`src/rtl/vga_cmd_sequencer.sv`:
```
// Host command FIFO and decoder; sole driver of the vgamult sprite, background and font-write controls.
// Optional build macro VSYNC_DEFER_EN: display updates wait for the synchronized active-low vsync.
module vga_cmd_sequencer #(
    parameter int DEPTH         = 16,
    parameter int STROBE_CYCLES = 1
) (
    input  logic        clk_100,
    input  logic        rst,
    input  logic        cmd_valid,
    input  logic [31:0] cmd_data,
    output logic        cmd_ready,
    input  logic        vsync,
    output logic [9:0]  x,
    output logic [8:0]  y,
    output logic [4:0]  sprite_sel,
    output logic        visable,
    output logic        load_pos,
    output logic        load_att,
    output logic [1:0]  background_sel,
    output logic        bchange_active,
    output logic [10:0] fwaddr,
    output logic [3:0]  fwdata,
    output logic        fwenable,
    output logic        fchange_active,
    output logic        busy,
    output logic        err
);
    localparam int          AW          = (DEPTH > 1) ? $clog2(DEPTH) : 1;
    localparam logic [AW:0] FULL_CNT    = (AW + 1)'(DEPTH);
    localparam logic [3:0]  STROBE_LAST = 4'(STROBE_CYCLES - 1);

    localparam logic [2:0] OP_POS  = 3'd1;
    localparam logic [2:0] OP_ATT  = 3'd2;
    localparam logic [2:0] OP_BG   = 3'd3;
    localparam logic [2:0] OP_FWR  = 3'd4;
    localparam logic [2:0] OP_FEND = 3'd5;

`ifdef VSYNC_DEFER_EN
    typedef enum logic [2:0] {
        IDLE     = 3'd0,
        POP      = 3'd1,
        SETUP    = 3'd2,
        STROBE   = 3'd3,
        WAIT_VBL = 3'd4
    } state_t;
`else
    typedef enum logic [2:0] {
        IDLE   = 3'd0,
        POP    = 3'd1,
        SETUP  = 3'd2,
        STROBE = 3'd3
    } state_t;
`endif

    logic [31:0]   mem [DEPTH];
    logic [AW-1:0] wr_ptr;
    logic [AW-1:0] rd_ptr;
    logic [AW:0]   count;
    logic [AW:0]   count_next;
    logic          push;
    logic          pop;

    state_t        state;
    logic [31:0]   cmd_reg;
    logic [2:0]    op;
    logic [3:0]    strobe_cnt;
    logic          is_disp;
    logic          go_setup;
    logic          unused_ok;

    assign push       = cmd_valid & cmd_ready;
    assign pop        = (state == IDLE) && (count != '0);
    assign count_next = count + (AW + 1)'(push) - (AW + 1)'(pop);
    assign op         = cmd_reg[31:29];
    assign busy       = (count != '0) || (state != IDLE);

`ifdef VSYNC_DEFER_EN
    logic vsync_meta;
    logic vsync_s;

    // Two-flop synchronizer; resets to the inactive (high) level.
    always_ff @(posedge clk_100) begin
        if (rst) begin
            vsync_meta <= 1'b1;
            vsync_s    <= 1'b1;
        end else begin
            vsync_meta <= vsync;
            vsync_s    <= vsync_meta;
        end
    end

    assign unused_ok = cmd_reg[4];
`else
    assign unused_ok = ^{vsync, cmd_reg[4]};
`endif

    always_ff @(posedge clk_100) begin
        if (push) begin
            mem[wr_ptr] <= cmd_data;
        end
    end

    // cmd_ready is registered from the next occupancy, so it stays low through reset.
    always_ff @(posedge clk_100) begin
        if (rst) begin
            wr_ptr    <= '0;
            rd_ptr    <= '0;
            count     <= '0;
            cmd_ready <= 1'b0;
        end else begin
            if (push) begin
                wr_ptr <= wr_ptr + 1'b1;
            end
            if (pop) begin
                rd_ptr <= rd_ptr + 1'b1;
            end
            count     <= count_next;
            cmd_ready <= (count_next != FULL_CNT);
        end
    end

    always_comb begin
        is_disp  = (op == OP_POS) || (op == OP_ATT) || (op == OP_BG);
        go_setup = 1'b0;
`ifdef VSYNC_DEFER_EN
        if (state == POP) begin
            go_setup = (op == OP_FWR);
        end else if (state == WAIT_VBL) begin
            go_setup = ~vsync_s;
        end
`else
        if (state == POP) begin
            go_setup = is_disp || (op == OP_FWR);
        end
`endif
    end

    // Data fields load on the edge entering SETUP; strobes rise one edge later.
    always_ff @(posedge clk_100) begin
        if (rst) begin
            state          <= IDLE;
            cmd_reg        <= '0;
            strobe_cnt     <= '0;
            x              <= '0;
            y              <= '0;
            sprite_sel     <= '0;
            visable        <= 1'b0;
            load_pos       <= 1'b0;
            load_att       <= 1'b0;
            background_sel <= '0;
            bchange_active <= 1'b0;
            fwaddr         <= '0;
            fwdata         <= '0;
            fwenable       <= 1'b0;
            fchange_active <= 1'b0;
            err            <= 1'b0;
        end else begin
            case (state)
                IDLE: begin
                    if (pop) begin
                        cmd_reg <= mem[rd_ptr];
                        state   <= POP;
                    end
                end
                POP: begin
                    if (go_setup) begin
                        state <= SETUP;
`ifdef VSYNC_DEFER_EN
                    end else if (is_disp) begin
                        state <= WAIT_VBL;
`endif
                    end else begin
                        state <= IDLE;
                        if (op == OP_FEND) begin
                            fchange_active <= 1'b0;
                        end
                        if (op[2:1] == 2'b11) begin
                            err <= 1'b1;
                        end
                    end
                end
`ifdef VSYNC_DEFER_EN
                WAIT_VBL: begin
                    if (go_setup) begin
                        state <= SETUP;
                    end
                end
`endif
                SETUP: begin
                    state          <= STROBE;
                    strobe_cnt     <= STROBE_LAST;
                    load_pos       <= (op == OP_POS);
                    load_att       <= (op == OP_ATT);
                    bchange_active <= (op == OP_BG);
                    fwenable       <= (op == OP_FWR);
                end
                STROBE: begin
                    if (strobe_cnt == 4'd0) begin
                        load_pos       <= 1'b0;
                        load_att       <= 1'b0;
                        bchange_active <= 1'b0;
                        fwenable       <= 1'b0;
                        state          <= IDLE;
                    end else begin
                        strobe_cnt <= strobe_cnt - 4'd1;
                    end
                end
                default: begin
                    state <= IDLE;
                end
            endcase

            if (go_setup) begin
                case (op)
                    OP_POS: begin
                        sprite_sel <= cmd_reg[28:24];
                        x          <= cmd_reg[23:14];
                        y          <= cmd_reg[13:5];
                    end
                    OP_ATT: begin
                        sprite_sel <= cmd_reg[28:24];
                        visable    <= cmd_reg[0];
                    end
                    OP_BG: begin
                        background_sel <= cmd_reg[1:0];
                    end
                    OP_FWR: begin
                        fwaddr         <= cmd_reg[26:16];
                        fwdata         <= cmd_reg[3:0];
                        fchange_active <= 1'b1;
                    end
                    default: begin
                    end
                endcase
            end
        end
    end
endmodule
```
`config.mk`:
```
export PLATFORM = sky130hd
export DESIGN_NAME = vga_cmd_sequencer
export DESIGN_NICKNAME = d
export VERILOG_FILES = /design/src/rtl/vga_cmd_sequencer.sv
export SDC_FILE = /design/constraint.sdc
export NUM_CORES = 1
export LEC_CHECK = 0
export BUFFER_PORTS_ARGS = -buffer_cell sky130_fd_sc_hd__buf_4
export CAP_MARGIN = 20
export CELL_PAD_IN_SITES_DETAIL_PLACEMENT = 2
export CELL_PAD_IN_SITES_GLOBAL_PLACEMENT = 2
export CORE_MARGIN = 2
export CORE_UTILIZATION = 35
export CTS_BUF_LIST = sky130_fd_sc_hd__clkbuf_4
export CTS_CLUSTER_SIZE = 16
export DETAILED_ROUTE_END_ITERATION = 7
export PLACE_DENSITY_LB_ADDON = 0.25
export SKIP_CTS_REPAIR_TIMING = 1
export SLEW_MARGIN = 30
export SYNTH_ARGS = -nofsm -noshare
export SYNTH_HDL_FRONTEND = slang
export SYNTH_SLANG_ARGS = --single-unit
```
`constraint.sdc`:
```
create_clock -name clk_100 -period 6.9 [get_ports clk_100]
set_input_delay 1.035 -clock clk_100 [delete_from_list [all_inputs] [get_ports clk_100]]
set_output_delay 1.035 -clock clk_100 [all_outputs]
set_load 0.1 [all_outputs]
```
# ---- Word-level counts from Yosys, hierarchy flattened
# Memories as Yosys holds them, arrays and structs flattened. A register that Yosys moved wholly into a read port is not among the register bits.
# Index checks and enable logic that the tools add are counted.
dict set report totals {
  reg_bits 69
  mem_bits_rw 512
  output_inout_bits 50
  word_cells 80
  n_memories 1
}
dict set report op_classes {
  n_addsub 5
  eq_ne 13
  mux 19
  n_bitwise 2
  n_reduce_logical 21
}
# memory depth word_bits rd rd_clocked_by_memory_dff write_ports line_no
set mem_list {}
lappend mem_list {mem 16 32 1 1 1 55} ;# logic [31:0] mem [DEPTH];
# operator n
set ops {}
lappend ops {{AND reduction 2 bit} 9}
lappend ops {{== test 3 x 2 -> 1 bit (second input constant)} 4}
lappend ops {{case mux 3 bit (4 select lines)} 1}
lappend ops {{2-to-1 mux 1 bit} 9}
lappend ops {{adder 4 x 1 -> 4 bit (second input constant)} 2}
lappend ops {{case mux 1 bit (2 select lines)} 4}
lappend ops {{case mux 4 bit (2 select lines)} 1}
lappend ops {{== test 3 x 1 -> 1 bit (second input constant)} 2}
lappend ops {{== test 3 bit (second input constant)} 2}
lappend ops {{2-to-1 mux 3 bit} 2}
lappend ops {{inequality test 2 bit (second input constant)} 3}
lappend ops {{adder 5 x 1 -> 5 bit} 1}
lappend ops {{inequality test 5 bit (second input constant)} 1}
lappend ops {{nonzero test 5 bit} 1}
lappend ops {{subtractor 5 x 1 -> 5 bit} 1}
lappend ops {{zero test 4 bit} 1}
lappend ops {{logical OR 1 bit} 4}
lappend ops {{2-to-1 mux 4 bit} 1}
lappend ops {{subtractor 4 x 1 -> 4 bit (second input constant)} 1}
lappend ops {{zero test 3 bit} 1}
lappend ops {{AND reduction 3 bit} 1}
lappend ops {{nonzero test 3 bit} 1}
lappend ops {{== test 2 bit (second input constant)} 1}
lappend ops {{2-to-1 mux 2 bit} 1}
lappend ops {{5 further kinds} 5}

# ---- Depth between registers and ports, before layout
dict set report logic_depth {
  ltp_word 9
  depth_mapped 12
}

# ---- Worst setup path before layout
# OpenSTA, ideal clock, no wires.
dict set report synth_timing {
  kind {flip-flop to flip-flop}
  start {register cmd_ready}
  end {memory mem[3][0], enable pin}
  setup_time_ps 458
  arrival_time_ps 3718
  required_ps 6442
  setup_slack_ps 2725
  path_stages_with_launch 5
  n_path_buf 1
  synth_period_minus_slack_ps 4175
  path_cell_list {dfxtp_1 and2_1 clkbuf_1 nand2_1 nor3_1}
}
dict set report synth_between {
  elab_chain_len 3
}
# item line_no
set synth_rtl {}
lappend synth_rtl {{start: declaration} 11} ;# output logic cmd_ready,
lappend synth_rtl {{start signal: assignment} 118} ;# cmd_ready <= (count_next != FULL_CNT);
lappend synth_rtl {{AND 1 bit} 71} ;# assign push = cmd_valid & cmd_ready;
lappend synth_rtl {{2-to-1 mux 1 bit} 98} ;# if (push) begin
lappend synth_rtl {{2-to-1 mux 1 bit (implied by the code)} 99} ;# mem[wr_ptr] <= cmd_data;
lappend synth_rtl {{end: declaration} 55}
# No other way between the ends.

# ---- Worst setup path after layout
dict set report layout_timing {
  start {register count[2]}
  end {output busy}
}
dict set report layout_between {
  elab_chain_len 2
}
# item line_no
set layout_rtl {}
lappend layout_rtl {{start: declaration} 58} ;# logic [AW:0] count;
lappend layout_rtl {{start signal: assignment} 117} ;# count <= count_next;
lappend layout_rtl {{nonzero test 5 bit} 75} ;# assign busy = (count != '0) || (state != IDLE);
lappend layout_rtl {{logical OR 1 bit} 75}
lappend layout_rtl {{end: declaration} 25} ;# output logic busy,
# No other way between the ends.

==> run_results.csv <==
group,metric,value,unit
drt,totalWireLength,59100,um
synth,synthCells,1172,
global_route,grt_pass1_wl,88200,um
placement,portBuffers,83,
drt,via_count,11920,
clocking,cts.reportedPaths.clkPinSlew,0.07,ns
final_layout,area_growth,17.4,%
clocking,numCtsBuffers,162,
pwr,leakagePower,8.66,nW
clocking,cts_num_sinks,595,
clocking,clockBufferDepth,3,
worst_setup_path,critPathLaunchType,"register",
hold_path,hp-class,"in2reg",
die,die-area,66300,um^2
worst_setup_path,crit_type,"reg2out",
placement,dpl.hpwl,29900,um
worst_setup_path,worstPathRequired,5.86,ns
global_route,overflow,0,
clocking,htree_levels,4,
final_layout,largest_reg_flops,496,
sta,tns,0,ns
final_layout,multiInputGateArea,5390,um^2
clocking,cts_tree,"yes",
sta,whs,0.332,ns
drt,wl_per_cell,25.0,um
global_route,grt_max_degree,90,
pwr,power.density,358,nW/um^2
drt,viasPerCell,5.05,
final_layout,regArea,16900,um^2
sta,clock_skew,0.0540,ns
flow_run,cap_viol_max_count,0,
drt,drt_pre_antenna_iters,5,
global_route,grt_use_total,0.183,
sta,period_minus_slack,3.68,ns
synth,synth-edff-count,496,
global_route,grt_pass1_vias,13478,
sta,timing.final.ws_setup,3.22,ns
pwr,ir_worst_vdd,0.173,mV
final_layout,nets,1428,
worst_setup_path,arrival,2.64,ns
synth,syn_nets,1221,
die,coreArea,63300,um^2
die,chipHeight,258,um
sta,timing.final.hold_violations,0,
drt,drtIter0Drc,692,
sta,final_max_slew_viol_count,0,
sta,final.period_utilization,0.533,
pwr,swShare,0.288,
synth,ys_warn_count,0,
drt,drc,0,
pwr,comb_power_share,0.199,
sta,worst_pin_slew,0.925,ns
synth,yosysUniqueCellTypes,43,
pwr,power_switching,2.73,mW
final_layout,fillCellCount,6074,
pwr,internal_power,6.74,mW
worst_setup_path,cp-end-kind,"output port",
clocking,cts_root_buf,"clkbuf_4",
synth,yosys_register_bits,595,
synth,syn_area_per_cell,19.2,um^2
synth,ys_seq_area_frac,0.750,
placement,pre_cts_ws,3.65,ns
die,start_util,0.355,
sta,max_slew_margin,0.383,
sta,fmax,272,MHz
global_route,antenna_found_initial,4,
final_layout,drive_above_1_share,0.373,
pwr,clkPwrFrac,0.352,
die,io_pins,86,
synth,synth-main-ff-cell,"edfxtp_1",
drt,postRouteAntennaNets,0,
synth,synth_area,22500,um^2
synth,yosys.area.top_type,"edfxtp_1",
sta,rsz0062_at_grt,"no",
synth,synthArstFlopShare,0,
run_status,outcome,"completed",
pwr,pwr-share-seq,0.450,
synth,synth.area.top_cells,"edfxtp_1 66%, mux4_2 12%, dfxtp_1 8.8%, mux2i_1 1.8%, mux2_2 1.6%",
worst_setup_path,crit_path_max_fanout,3,
die,dieWidth,258,um
synth,synth_top_area_frac,0.662,
clocking,insertion_delay,1.00,ns
die,rows,92,
sta,setup_viol,0,
placement,gp_congestion,0.671,
cell usage in the layout, fill, tap and decap left out, drive strengths merged, types with 7 or more instances in the layout:
cell,netlist,routed
dfxtp,99,99
mux2,31,31
edfxtp,496,496
nor2b,7,7
mux2i,41,41
ha,12,12
nand2,82,82
nor2,73,73
mux4,124,124
clkinv,0,25
a221o,31,31
clkbuf,34,259
inv,12,18
buf,32,109
a21oi,43,43
critical path, stage by stage, from the launching register on:
cell and delay, ns:
dfxtp_1 0.31, inv_1 0.08, ha_1 0.18, nor4b_1 0.56, nand2_1 0.25, buf_4 0.30
kinds of logic (layout without fill, tap and decap cells):
group	count (synthesis)	count (layout)	synth area share
AOI/OAI and AO/OA	86	86	0.0269
DFF	595	595	0.750
xor gates and xnor gates	11	11	0.00428
adders and majority gates	13	13	0.00756
and+or+nand+nor	193	193	0.0370
buffers and inverters	78	418	0.0165
other	0	4	0
muxes	196	196	0.158
worst paths after layout:
path	from	end	slack [ns]	depth (start not counted)
worst max-delay path	count[2]$_SDFF_PP0_	busy	3.22	5
worst min register to register	x[7]$_SDFFE_PP0P_	x[7]$_SDFFE_PP0P_	0.45	2
worst max register to register	count[2]$_SDFF_PP0_	cmd_ready$_SDFF_PP0_	3.87	12
worst min-delay path	cmd_data[18]	mem[5][18]$_DFFE_PP_	0.33	1
power by group through the flow:
| stage | combinational (mW) | sequential, mW | clock, mW |
|---|---|---|---|
| CTS | 1.94 | 4.26 | 3.45 |
| global placement | 1.87 | 4.33 | 0 |
| finish | 1.88 | 4.26 | 3.33 |
| detailed placement | 1.92 | 4.34 | 0 |
| global route | 2.05 | 4.29 | 3.64 |
| floorplan | 1.44 | 4.27 | 0 |
per-layer routing:
metal	routed length, um	track usage	vias to the layer above
li1	-	-	5189
met3	3630	0.0483	93
met1	24600	0.228	6298
met5	30	0	-
met2	29700	0.309	336
met4	1120	0.0649	4
synthesized netlist by cell type (all sizes together) (2+ instances only):
| cell type | instances |
|---|---|
| a31oi | 2 |
| mux4 | 124 |
| edfxtp | 496 |
| mux2 | 31 |
| nand2 | 82 |
| dfxtp | 99 |
| xor2 | 6 |
| nand4 | 2 |
| nand3 | 5 |
| mux2i | 41 |
| clkbuf | 34 |
| nor3 | 6 |
| a22oi | 3 |
| buf | 32 |
| xnor2 | 5 |
| and2 | 3 |
| and3 | 2 |
| a21oi | 43 |
| inv | 12 |
| nor2 | 73 |
| nand2b | 2 |
| a221o | 31 |
| nor3b | 3 |
| o21ai | 4 |
| nor2b | 7 |
| ha | 12 |
metrics by stage:
stage / utilization / total power, mW / cells / area [um^2]
detailed placement: 0.382 / 6.26 / 2061 / 24200
global route: 0.417 / 9.97 / 2362 / 26400
floorplan: - / 5.71 / 1172 / 22500
global placement: 0.382 / 6.20 / 2061 / 24200
finish: 0.417 / 9.47 / 2362 / 26400
CTS: 0.417 / 9.65 / 2358 / 26400
final cells by class:
type                       instances  share of cell area
timing repair buffer             109              0.0316
antenna                            4            0.000379
tap                              846              0.0401
clock inverter                    38             0.00943
clock buffer                     259              0.0736
multi-input combinational        499               0.204
sequential                       595               0.639
inverter                          12             0.00171
Note: power is estimated with default switching activity, not from simulation.
